### src/rtl/mux_scan_pkg.sv
// Shared types and constants for the 4-to-1 mux select scanner.
// Imported by settle_counter and mux_select_scanner.
package mux_scan_pkg;

  localparam int NUM_INPUTS = 4;
  localparam int SEL_W      = 2;
  localparam int SETTLE_W   = 4;

  typedef enum logic {
    IDLE = 1'b0,
    SCAN = 1'b1
  } state_t;

endpackage : mux_scan_pkg

### src/rtl/settle_counter.sv
// Slot settle counter: wraps from FIRST to END, tc flags the terminal value.
// COUNT_DOWN selects the direction; clr forces the start value.
module settle_counter
  import mux_scan_pkg::*;
#(
  parameter int WIDTH      = SETTLE_W,
  parameter int TERMINAL   = 1,
  parameter bit COUNT_DOWN = 1'b0
) (
  input  logic clock,
  input  logic reset,
  input  logic clr,
  input  logic en,
  output logic tc
);

  localparam logic [WIDTH-1:0] LAST  = WIDTH'(TERMINAL - 1);
  localparam logic [WIDTH-1:0] FIRST = COUNT_DOWN ? LAST : '0;
  localparam logic [WIDTH-1:0] END   = COUNT_DOWN ? '0 : LAST;

  logic [WIDTH-1:0] count_q, count_d;

  assign tc = (count_q == END);

  // NOTE: every always_comb output gets a default first so no path can infer a latch.
  always_comb begin
    count_d = count_q;
    if (clr || (en && tc)) begin
      count_d = FIRST;
    end else if (en) begin
      count_d = COUNT_DOWN ? (count_q - WIDTH'(1)) : (count_q + WIDTH'(1));
    end
  end

  always_ff @(posedge clock) begin
    if (reset) count_q <= FIRST;
    else       count_q <= count_d;
  end

endmodule : settle_counter

### src/rtl/mux_select_scanner.sv
// Drives the mux select through 0..3, samples Y per slot and publishes a 4-bit word.
// Optional feature: define MUX_SCAN_CONTINUOUS_EN for back-to-back scans without an IDLE gap.
module mux_select_scanner
  import mux_scan_pkg::*;
#(
  parameter int SETTLE_CYCLES = 1
) (
  input  logic                  clock,
  input  logic                  reset,
  input  logic                  start,
  input  logic                  Y,
  output logic [SEL_W-1:0]      S,
  output logic                  busy,
  output logic                  done,
  output logic [NUM_INPUTS-1:0] word
);

  localparam logic [SEL_W-1:0] LAST_SLOT = SEL_W'(NUM_INPUTS - 1);

  state_t                state_q, state_d;
  logic [SEL_W-1:0]      k_q, k_d;
  logic [NUM_INPUTS-1:0] shadow_q, shadow_d;
  logic [NUM_INPUTS-1:0] word_q, word_d;
  logic                  done_q, done_d;
  logic                  scanning;
  logic                  slot_tc;
  logic                  slot_end;
  logic                  scan_end;
  logic                  continue_scan;

  assign scanning = (state_q == SCAN);
  assign slot_end = scanning && slot_tc;
  assign scan_end = slot_end && (k_q == LAST_SLOT);

`ifdef MUX_SCAN_CONTINUOUS_EN
  assign continue_scan = start;
`else
  assign continue_scan = 1'b0;
`endif

  settle_counter #(
    .WIDTH      (SETTLE_W),
    .TERMINAL   (SETTLE_CYCLES),
    .COUNT_DOWN (1'b0)
  ) u_settle (
    .clock (clock),
    .reset (reset),
    .clr   (~scanning),
    .en    (scanning),
    .tc    (slot_tc)
  );

  // NOTE: sequential state uses non-blocking assignments so every register samples pre-edge values.
  always_ff @(posedge clock) begin
    if (reset) state_q <= IDLE;
    else       state_q <= state_d;
  end

  always_comb begin
    state_d = state_q;
    unique case (state_q)
      IDLE: if (start) state_d = SCAN;
      SCAN: if (scan_end && !continue_scan) state_d = IDLE;
      default: state_d = IDLE;
    endcase
  end

  always_comb begin
    busy = scanning;
  end

  always_comb begin
    k_d      = k_q;
    shadow_d = shadow_q;
    word_d   = word_q;
    done_d   = 1'b0;
    if (slot_end) begin
      shadow_d[k_q] = Y;
      if (k_q == LAST_SLOT) begin
        // Publish including the bit captured on this very edge.
        word_d = shadow_d;
        done_d = 1'b1;
        k_d    = '0;
      end else begin
        k_d = k_q + SEL_W'(1);
      end
    end
  end

  // NOTE: the shadow register is reset too, so an aborted scan leaves no stale bits behind.
  always_ff @(posedge clock) begin
    if (reset) begin
      k_q      <= '0;
      shadow_q <= '0;
      word_q   <= '0;
      done_q   <= 1'b0;
    end else begin
      k_q      <= k_d;
      shadow_q <= shadow_d;
      word_q   <= word_d;
      done_q   <= done_d;
    end
  end

  assign S    = k_q;
  assign done = done_q;
  assign word = word_q;

endmodule : mux_select_scanner
### config.mk
export PLATFORM = sky130hd
export DESIGN_NAME = mux_select_scanner
export DESIGN_NICKNAME = d
export VERILOG_FILES = /design/src/rtl/mux_scan_pkg.sv /design/src/rtl/settle_counter.sv /design/src/rtl/mux_select_scanner.sv
export SDC_FILE = /design/constraint.sdc
export NUM_CORES = 1
export LEC_CHECK = 0
export CAP_MARGIN = 20
export CORE_MARGIN = 2
export CORE_UTILIZATION = 50
export DETAILED_ROUTE_END_ITERATION = 12
export GPL_TIMING_DRIVEN = 0
export PLACE_DENSITY = 0.84
export SLEW_MARGIN = 10
export SYNTH_ARGS = -nofsm -noshare
export SYNTH_HDL_FRONTEND = slang
export SYNTH_HIERARCHICAL = 1
export SYNTH_SLANG_ARGS = --single-unit
### constraint.sdc
create_clock -name clock -period 1.7 [get_ports clock]
set_clock_uncertainty 0.15 [all_clocks]
set_input_delay 0.425 -clock clock [delete_from_list [all_inputs] [get_ports clock]]
set_output_delay 0.425 -clock clock [all_outputs]
set_load 0.05 [all_outputs]
# Word-level counts from Yosys, hierarchy flattened
# Cells that the tools add are included.
[totals]
in_bits = 4
output_inout_bits = 8
register_bits = 16
wordCells = 29
[op_classes]
n_addsub = 2
muxes = 8
eq_ne = 1
bitwise_logic = 2
n_reduce_logical = 8
n_lt_le_gt_ge = 2
[op_table]
columns = ["operator", "n"]
rows = [
  ["4-bit by 1-bit adder with 4-bit output, second input constant", 1],
  ["4-bit bitwise mux", 1],
  ["4-bit zero test", 1],
  ["1-bit two-way mux", 4],
  ["2-bit OR reduction", 2],
  ["1-bit logical AND", 3],
  ["2-bit by 3-bit < comparator with 1-bit output, second input constant", 1],
  ["2-bit by 1-bit adder with 2-bit output, second input constant", 1],
  ["1-bit demux with 2-bit select", 1],
  ["2-bit == test, second input constant", 1],
  ["2-bit by 1-bit greater-or-equal comparator with 1-bit output, second input constant", 1],
  ["2-bit two-way mux", 1],
  ["1-bit inverter", 2],
  ["1-bit case mux with 2 select lines", 1],
  ["2-bit AND reduction", 1],
  ["1-bit logical OR", 1],
]

# Longest topological paths before layout
[logic_depth]
ltp_word = 5
depth_mapped = 6
depth_no_buf = 5

# Cells and area by module
# The synthesis kept the hierarchy.
[modules_own_cells]
columns = ["mod", "cells_per_inst", "area_each_um2", "seq_area_each_um2", "n_inst"]
rows = [
  ["mux_select_scanner", 54, 566.8, 220.2, 1],
  ["settle_counter", 20, 191.4, 80.1, 1],
]

# Least setup slack after synthesis
# No wires, ideal clock.
[synth_timing]
kind = "flip-flop to flip-flop"
start = "register state_q (netlist: busy)"
end = "register u_settle.count_q[1]"
path_buffers = 1
t_arrival_ns = 1.415
synth_period_minus_slack_ns = 1.631
slack_ns = 0.069
t_required_ns = 1.484
setup_ns = 0.066
path_stages_with_launch = 5
cell_sequence = "dfxtp_1 -> buf_6 -> inv_1 -> a211o_2 -> nor2_1"
[synth_via]
elab_chain_cells = 3
word_cells_on_any_way = 4
cone_classes = "bitwise (1); reduce/logical (3)"
[synth_lines]
columns = ["item", "line_no", "source"]
rows = [
  ["start, declared", "mux_select_scanner.sv:20", "state_t state_q, state_d;"],
  ["start signal, assigned", "mux_select_scanner.sv:56", "else state_q <= state_d;"],
  ["1-bit logical AND or 1-bit inverter (tied branches)", "settle_counter.sv:28, mux_select_scanner.sv:48", ""],
  ["1-bit logical OR", "settle_counter.sv:28", "if (clr || (en && tc)) begin"],
  ["2-bit OR reduction (no line)", "n/a", ""],
  ["end signal, assigned", "settle_counter.sv:37", "else count_q <= count_d;"],
  ["end, declared", "settle_counter.sv:21", "logic [WIDTH-1:0] count_q, count_d;"],
]
# Several ways; a longest one is shown, not always the timed one.
# A chain may end at the register's enable or synchronous reset.

# Worst setup path in the final report
[layout_timing]
start = "register k_q[1] (netlist: S[1])"
end = "output S[1]"
[layout_lines]
columns = ["item", "line_no", "source"]
rows = [
  ["start, declared", "mux_select_scanner.sv:21", "logic [SEL_W-1:0] k_q, k_d;"],
  ["start signal, assigned", "mux_select_scanner.sv:98", "k_q <= k_d;"],
  ["end, declared", "mux_select_scanner.sv:12", "output logic [SEL_W-1:0] S,"],
]
# No word-level cell between the ends.

==> results by group <==
Status
  • Status: complete, no violations

Finish
  • Sequential Area: 302 um^2
  • # fillers: 147
  • Layout cells sized above 1: 0.281
  • Leading cell types in the layout, fill and taps excluded: 14 x dfxtp_1, 8 x mux2i_1, 6 x nor2_1, 6 x ha_1
  • Number of inserted diodes: 0
  • Area Growth Syn to Fin: 19.0%
  • Multi-input logic area: 418 um^2
  • Commonest non-fill, non-tap cell in the layout: dfxtp_1
  • Final-stage net count: 100

Clock tree
  • CTS tree: built
  • Post-CTS setup buffers: 0
  • Clk buf depth: 2
  • Num CTS Buffers: 3
  • Clock sinks: 15
  • Clock insertion delay at the later pin of the skew report: 0.28 ns
  • CTS H-Tree Depth: 1
  • CTS Hold Buffers Added: 0
  • Clock slew at reported path FFs: 0.09 ns
  • Clock root buffer: clkbuf_4

Drt
  • Pre-antenna DRT Iters: 2
  • Drt drc: 0
  • WL met2: 703 um
  • Vias per Instance: 5.31
  • Max layer used: met4
  • Initial DRC count: 8
  • Post-Route WL: 1420 um
  • Wire length on met1: 625 um
  • Routed vias: 558
  • Final ANT Viol Nets: 0
  • WL met3: 53 um
  • Avg WL per Cell: 13.5 um

Critical path
  • Reg-to-reg endpoint: word[2]
  • Critical Path Start Type: flop
  • CP arrival: 1.07 ns
  • Buffers plus inverters on the worst setup path: 1
  • Worst r2r src: u_settle/count_q[0]
  • R2R cell count: 6
  • Worst Setup End Kind: output port
  • Crit-path cells: clkdlybuf4s15_2
  • Critical path fanouts, max: 5
  • R2R Setup Slk: 0.13 ns
  • Worst path slowest cell: dfxtp_1
  • CP required: 1.12 ns
  • Critical path class: flop to output port
  • Critical path's top delay family: flip-flops
  • CP max stage delay: 0.40 ns

Hold path
  • Hold depth: 2
  • Worst min path class: flop to flop
  • Hold Path End: shadow_q[1]
  • Hold path start: shadow_q[1]

Timing
  • Final setup TNS: 0 ns
  • Setup Viol. Count Final: 0
  • Hold Vio Cnt, Final: 0
  • Worst-margin pin slew: 0.277 ns
  • Relative slew margins: 0.816
  • Hold Slack: 0.333 ns
  • Tmin final: 1.65 ns
  • Max Fclk: 607 MHz
  • Final slew viol count: 0
  • Period utilization: 0.970
  • Final WS setup: 0.0513 ns

Run
  • Reported max-cap violation count: 0

Placed design
  • Pre-CTS setup slack: -0.320 ns
  • Port Buffers: 11
  • Detail Placement HPWL: 1040 um
  • Gpl congestion: 0.750

Global route
  • Vias in the first global route: 537
  • Antenna violations before repair: 0
  • Global route overflow: 0
  • All-Layer GR Usage: 0.170
  • Pin count of the biggest net entering global routing: 12
  • First-pass GRT wire length: 2290 um

Floorplan
  • Placement Rows: 14
  • IO Pins: 12
  • Chip width: 42.9 um
  • DIE AREA: 1840 um^2
  • Core area: 1470 um^2
  • Initial Utilization: 0.515
  • Die height: 42.9 um

Synth
  • Synthesized area per cell: 10.2 um^2
  • Seq cells post-synth: 15
  • Synth unique cells: 23
  • Synth Instances: 74
  • Post-Syn Area: 758 um^2
  • Yosys warning count: 6
  • Register area share after synthesis: 0.396
  • Post-Syn Nets: 84

Power and ir drop
  • Max VDD drop: 0.460 mV
  • Lkg Pwr: 0.379 nW
  • Power Density: 756 nW/um^2
  • Total power: 682 uW
[area by class of cell]
| type | count | share of cell area |
|---|---|---|
| buffer | 4 | 0.0388 |
| timing repair buffer | 11 | 0.0915 |
| sequential | 15 | 0.334 |
| inverter | 5 | 0.0208 |
| tap | 16 | 0.0222 |
| clock buffer | 4 | 0.0291 |
| multi-input combinational | 50 | 0.463 |
[report_power, final]
part / internal (mW) / switching, mW
Clock: 0.0911 / 0.114
Combinational: 0.0441 / 0.0589
Sequential: 0.361 / 0.0127
[cells in the mapped netlist]
cell type / number / area, um^2
a211o_2: 1 / 10.0
a211oi_2: 3 / 37.5
a21bo_2: 2 / 20.0
a21oi_1: 2 / 10.0
a31oi_1: 3 / 18.8
and3_1: 1 / 6.26
buf_2: 2 / 10.0
buf_6: 2 / 22.5
dfxtp_1: 15 / 300
ha_1: 6 / 75.1
inv_1: 5 / 18.8
mux2i_1: 8 / 80.1
nand2_1: 1 / 3.75
nand2b_1: 5 / 31.3
nand3_1: 4 / 20.0
nand3_2: 1 / 10.0
nand4_1: 1 / 6.26
nand4bb_1: 1 / 11.3
nor2_1: 6 / 22.5
nor3_2: 1 / 10.0
nor3b_1: 1 / 7.51
xnor2_1: 1 / 8.76
xor2_1: 2 / 17.5
[per-layer routing]
layer / vias to the layer above / track usage
li1: 285 / -
met1: 260 / 0.191
met2: 9 / 0.291
met3: 4 / 0.0426
met4: 0 / 0.0909
met5: - / 0
[registers in the layout (all words and copies together) (netlist names)]
register          count
u_settle/count_q      4
shadow_q              3
S                     2
busy                  1
word                  4
done                  1
[worst max-delay path by stage]
| stage | startpoint | slack (ns) | to | cells after the start |
|---|---|---|---|---|
| 4_1_cts | word[2] | -0.02 | word[2] | 1 |
| 3_3_place_gp | busy | -0.30 | busy | 1 |
| 2_1_floorplan | busy | 0.07 | u_settle/count_q[1] | 4 |
| 6_report | S[1] | 0.05 | S[1] | 1 |
| 3_5_place_dp | busy | -0.32 | busy | 1 |
| 5_1_grt | S[1] | -0.0002 | S[1] | 1 |
[metrics by stage]
stage	instance area, um^2	cells	utilization
after floorplan	758	74	-
after global placement	888	101	0.604
after detailed placement	888	101	0.604
after CTS	920	105	0.625
after global routing	902	105	0.613
final	902	105	0.613
[kinds of logic (layout without fill, tap and decap cells)]
kind of cell | after synthesis | count (layout) | synth area share
and+or+nand+nor | 22 | 22 | 0.170
DFF | 15 | 15 | 0.396
AOI/OAI and AO/OA | 11 | 11 | 0.127
buffers and inverters | 9 | 24 | 0.0677
muxes | 8 | 8 | 0.106
adders and majority gates | 6 | 6 | 0.0990
xor gates and xnor gates | 3 | 3 | 0.0347
[repair_timing]
item	in CTS	in global routing
cloned	0	0
gates resized for setup	24	9
endpoints found under the setup margin	15	9
No activity file was read; power rests on OpenSTA's default activity.
